===== config.mk =====
export PLATFORM = sky130hd
export DESIGN_NAME = sdp_core_chn_in_rsci_skid
export DESIGN_NICKNAME = d
export VERILOG_FILES = /design/src/rtl/sdp_core_chn_pkg.sv /design/src/rtl/sdp_core_chn_in_rsci_skid_mem.sv /design/src/rtl/sdp_core_chn_in_rsci_skid.sv
export SDC_FILE = /design/constraint.sdc
export NUM_CORES = 2
export LEC_CHECK = 0
export CORE_AREA = 2 2 583 585
export CTS_CLUSTER_DIAMETER = 50
export DETAILED_ROUTE_END_ITERATION = 6
export DIE_AREA = 0 0 585 587
export PLACE_DENSITY_LB_ADDON = 0.15
export RECOVER_POWER = 50
export SYNTH_ARGS = -nofsm -noshare
export SYNTH_HDL_FRONTEND = slang
export SYNTH_SLANG_ARGS = --single-unit
export TNS_END_PERCENT = 1

===== constraint.sdc =====
create_clock -name nvdla_core_clk -period 25.6 [get_ports nvdla_core_clk]
set_clock_uncertainty 0.05 [all_clocks]
set_input_delay 3.84 -clock nvdla_core_clk [delete_from_list [all_inputs] [get_ports nvdla_core_clk]]
set_output_delay 3.84 -clock nvdla_core_clk [all_outputs]
set_load 0.02 [all_outputs]

===== src/rtl/sdp_core_chn_pkg.sv =====
// Shared definitions for the SDP core channel wrappers: default payload width,
// the core stall-protocol bundle and the occupancy-counter width helper.
package sdp_core_chn_pkg;

    localparam int unsigned SDP_CHN_DEF_WIDTH = 740;

    typedef struct packed {
        logic oswt;
        logic wen;
        logic wten;
    } sdp_chn_stall_t;

    // A DEPTH-entry FIFO needs to represent 0..DEPTH inclusive.
    function automatic int unsigned sdp_chn_occ_w(input int unsigned depth);
        return $clog2(depth + 1);
    endfunction

endpackage


===== src/rtl/sdp_core_chn_in_rsci_skid_mem.sv =====
// Skid FIFO storage: DEPTH x WIDTH register array, one write port, async read.
module sdp_core_chn_in_rsci_skid_mem
    import sdp_core_chn_pkg::*;
#(
    parameter int unsigned WIDTH = SDP_CHN_DEF_WIDTH,
    parameter int unsigned DEPTH = 2,
    parameter int unsigned AW    = $clog2(DEPTH)
) (
    input  logic             clk,
    input  logic             we,
    input  logic [AW-1:0]    waddr,
    input  logic [WIDTH-1:0] wdata,
    input  logic [AW-1:0]    raddr,
    output logic [WIDTH-1:0] rdata
);

    // Payload storage is deliberately left without reset.
    logic [WIDTH-1:0] mem_q [DEPTH];

    always_ff @(posedge clk) begin
        if (we) begin
            mem_q[waddr] <= wdata;
        end
    end

    assign rdata = mem_q[raddr];

endmodule


===== src/rtl/sdp_core_chn_in_rsci_skid.sv =====
// Input channel for SDP core pipelines: valid/ready upstream into a skid FIFO,
// presented to the core under the oswt/core_wen/core_wten stall protocol.
module sdp_core_chn_in_rsci_skid
    import sdp_core_chn_pkg::*;
#(
    parameter int unsigned WIDTH  = SDP_CHN_DEF_WIDTH,
    parameter int unsigned DEPTH  = 2,
    parameter bit          BYPASS = 1'b0,
    parameter int unsigned CW     = sdp_chn_occ_w(DEPTH)
) (
    input  logic             nvdla_core_clk,
    input  logic             nvdla_core_rstn,
    input  logic [WIDTH-1:0] chn_in_rsc_z,
    input  logic             chn_in_rsc_vz,
    output logic             chn_in_rsc_lz,
    input  logic             chn_in_rsci_oswt,
    input  logic             core_wen,
    input  logic             core_wten,
    output logic             chn_in_rsci_bawt,
    output logic             chn_in_rsci_wen_comp,
    output logic [WIDTH-1:0] chn_in_rsci_d_mxwt,
    output logic [CW-1:0]    chn_in_rsci_cnt
);

    localparam int unsigned   AW       = $clog2(DEPTH);
    localparam logic [CW-1:0] FULL_CNT = CW'(DEPTH);

    logic [AW-1:0]    rd_ptr_q, rd_ptr_d;
    logic [AW-1:0]    wr_ptr_q, wr_ptr_d;
    logic [CW-1:0]    cnt_q, cnt_d;
    logic             lz_q, lz_d;
    logic [WIDTH-1:0] held_q, held_d;
    logic [WIDTH-1:0] head;
    sdp_chn_stall_t   stall;
    logic             empty, push, pop, byp, bawt, wr_en, rd_en;
    logic [WIDTH-1:0] d_mxwt;

    always_comb begin
        stall.oswt = chn_in_rsci_oswt;
        stall.wen  = core_wen;
        stall.wten = core_wten;
    end

    always_comb begin
        empty = (cnt_q == '0);
        push  = chn_in_rsc_vz & lz_q;
        bawt  = ~empty | (BYPASS & chn_in_rsc_vz & lz_q);
        // wten is redundant with wen under the protocol; gating on it keeps a
        // stalled core from consuming even if wen glitches high.
        pop   = stall.oswt & stall.wen & ~stall.wten & bawt;
        byp   = BYPASS & empty & push & stall.oswt & stall.wen & ~stall.wten;
        wr_en = push & ~byp;
        rd_en = pop & ~byp;

        wr_ptr_d = wr_ptr_q + AW'(wr_en);
        rd_ptr_d = rd_ptr_q + AW'(rd_en);
        cnt_d    = cnt_q + CW'(wr_en) - CW'(rd_en);
        // Ready falls in the same cycle the last slot fills.
        lz_d     = (cnt_d != FULL_CNT);

        if (!empty) begin
            d_mxwt = head;
        end else if (BYPASS) begin
            d_mxwt = chn_in_rsc_z;
        end else begin
            d_mxwt = held_q;
        end
        held_d = pop ? d_mxwt : held_q;
    end

    always_ff @(posedge nvdla_core_clk or negedge nvdla_core_rstn) begin
        if (!nvdla_core_rstn) begin
            rd_ptr_q <= '0;
            wr_ptr_q <= '0;
            cnt_q    <= '0;
            lz_q     <= 1'b0;
            held_q   <= '0;
        end else begin
            rd_ptr_q <= rd_ptr_d;
            wr_ptr_q <= wr_ptr_d;
            cnt_q    <= cnt_d;
            lz_q     <= lz_d;
            held_q   <= held_d;
        end
    end

    sdp_core_chn_in_rsci_skid_mem #(
        .WIDTH (WIDTH),
        .DEPTH (DEPTH),
        .AW    (AW)
    ) u_mem (
        .clk   (nvdla_core_clk),
        .we    (wr_en),
        .waddr (wr_ptr_q),
        .wdata (chn_in_rsc_z),
        .raddr (rd_ptr_q),
        .rdata (head)
    );

    assign chn_in_rsc_lz        = lz_q;
    assign chn_in_rsci_bawt     = bawt;
    assign chn_in_rsci_wen_comp = ~stall.oswt | bawt;
    assign chn_in_rsci_d_mxwt   = d_mxwt;
    assign chn_in_rsci_cnt      = cnt_q;

endmodule


==> flow_summary.ini <==
[outcome]
status = complete, but fails checks
violations = capacitance limit, slew limit

[die]
num_rows = 214
boundaryPins = 1491
dieArea_um2 = 343000
dieHeight_um = 587
core_um2 = 338000
start_util_pct = 26.3
die-width_um = 585

[pwr]
p_leak_uw = 0.0472
power.density_nw_per_um2 = 143
max-vdd-ir-drop_mv = 0.0977

[worst_setup_path]
critPathMaxFanout = 113
required_ps = 26350
worstPathCellList = dlygate4sd3_1, nand2_1, nor3_1, clkbuf_1, clkbuf_1, buf_4, buf_12, buf_4, mux2i_1
cp_slowest_cell = clkbuf_1
critPathLaunchType = input port
worst-path-buf-inv = 6
cp_slowest_stage_delay_ps = 6580
critical_path_class = input port to flip-flop
endpoint_kind = flip-flop
critPathTopFamily = buffers and inverters
cp_data_arrival_time_ps = 16980

[synth]
ys_types = 16
synth_area_um2 = 88800
synth_area_per_cell_um2 = 14.2
yosysSeqAreaShare_pct = 71.0
synth_seq_cells = 2225
synth_nets = 7022
ys_warn_count = 0
syn_inst = 6272

[cts]
htree_levels = 5
postCtsSetupBuffers = 0
clkTransAtPathRegs_ps = 60
cts_max_path_buffers = 4
clockRootBuffer = clkbuf_16
cts_resized = 0
ctsHoldBuffers = 0
numCtsBuffers = 339
tritoncts = yes
clock_latency_ps = 900
cts.sinks = 2225

[timing]
finalSetupTns_ps = 0
hold_violations = 0
slew_violations = 1233
slew_headroom_pct = -536
setup_violations = 0
period_share_pct = 63.4
fin_crit_ps = 16230
fmax_mhz = 61.6
tightest_slew_ps = 9540
rsz0062_at_grt = false

[placed_design]
dp_hpwl_um = 210000
globalplace.congestion = 0.836
io_buffer_count = 1490

[global_route]
grt.total_usage_pct = 17.0
grt_first_pass_wirelength_um = 419000
grt_max_degree = 177
first_global_vias = 55200
gr-total-overflow = 0
antenna_found_initial = 380

[layout]
multi_input_area_um2 = 21400
postLayoutCoreUtil_pct = 35.7
regArea_um2 = 63100
layout-drive-gt1-share_pct = 7.62
fillers = 32500
mostFrequentLayoutCells = mux2i_1, edfxtp_1, clkdlybuf4s50_1
area_delta_synth_final_pct = 35.8
fin_nets = 8605

[detailed_routing]
first_pass_iters = 6
vias = 55000
drcViolationCount = 0
viasPerCell = 4.30
detail_route.iter0.violations = 2703
ant_nets = 0
routed_wl_um = 304000
wl_per_cell_um = 23.7

[min_path]
min_path_type = flip-flop to flip-flop

[flow_run]
max-cap-violations = 23
==> report_power, final <==
group	internal [µW]	total [µW]	leakage, µW	switching, µW
combinational	2620	6900	0.0193	4280
clock	2990	4790	0.00566	1800
sequential	5060	5490	0.0222	429
total	10700	17200	0.0472	6510
==> worst paths after layout <==
| check | from | end | slack [ps] | cells past startpoint |
|---|---|---|---|---|
| min in group asynchronous | nvdla_core_rstn | held_q[674] | 4380 | 1 |
| worst max register to register | chn_in_rsci_cnt[1] | held_q[621] | 12220 | 8 |
| worst min-delay path | held_q[529] | held_q[529] | 470 | 2 |
| max in group asynchronous | nvdla_core_rstn | held_q[485] | 11200 | 5 |
| worst min register to register | held_q[529] | held_q[529] | 470 | 2 |
| worst max-delay path | chn_in_rsci_oswt | held_q[621] | 9370 | 9 |
==> area by class of cell <==
| cell class | count | share of cell area, % |
|---|---|---|
| Multi-Input combinational cell | 2973 | 17.7 |
| Inverter | 745 | 2.33 |
| Antenna cell | 109 | 0.226 |
| Timing Repair Buffer | 1571 | 12.9 |
| Clock buffer | 426 | 7.55 |
| Sequential cell | 2225 | 52.3 |
| Clock inverter | 208 | 2.24 |
| Tap cell | 4536 | 4.71 |
==> synthesized netlist by cell type <==
| cell | count | area share (%) |
|---|---|---|
| nand2b_1 | 1 | 0.0070 |
| edfxtp_1 | 1480 | 50 |
| dfrtp_1 | 745 | 21 |
| buf_2 | 135 | 0.76 |
| buf_4 | 38 | 0.32 |
| ha_1 | 4 | 0.056 |
| nor3_2 | 1 | 0.011 |
| xnor2_1 | 2 | 0.020 |
| xor2_1 | 1 | 0.0099 |
| clkbuf_1 | 156 | 0.66 |
| nor2_1 | 741 | 3.1 |
| nand2_1 | 3 | 0.013 |
| clkinv_1 | 1 | 0.0042 |
| a21oi_1 | 740 | 4.2 |
| mux2i_1 | 1480 | 17 |
| inv_1 | 744 | 3.1 |
==> stage by stage <==
stage	cell area [µm²]	total power (µW)	hold slack, ps	setup slack, ps	instances
2_1_floorplan	88800	9600	444	3530	6272
3_3_place_gp	109000	12500	454	15410	12100
3_5_place_dp	109000	12600	460	15390	12100
4_1_cts	120000	17500	469	14360	12700
5_1_grt	120000	18100	478	8260	12700
6_report	121000	17200	465	9370	12800
==> logic make-up after synthesis <==
kind of cell / synth area share [%]
mux: 16.7
flops: 71.0
compound gates: 4.17
fa+ha+maj: 0.0563
xor+xnor: 0.0296
simple gates: 3.16
buf+inv: 4.89
==> per-layer routing <==
layer  up-vias  global-route usage, %  wire (µm)
met5         -                      0       1160
met4       184                   5.30      10600
met3       846                   8.31      33500
met2      2007                   28.3     144000
met1     26600                   19.0     115000
li1      25400                      -          -
==> state kept, by name, indices dropped and copies added, names as in the netlist <==
signal	count
chn_in_rsc_lz	1
rd_ptr_q	1
held_q	740
wr_ptr_q	1
u_mem.mem_q	1480
chn_in_rsci_cnt	2
==> tightest hold or removal path: cells and delay by family (launching register included) <==
kind,cells,cell delay [ps]
mux,1,50
flops,1,370
buf+inv,1,50
No activity file was read; power rests on OpenSTA's default activity.
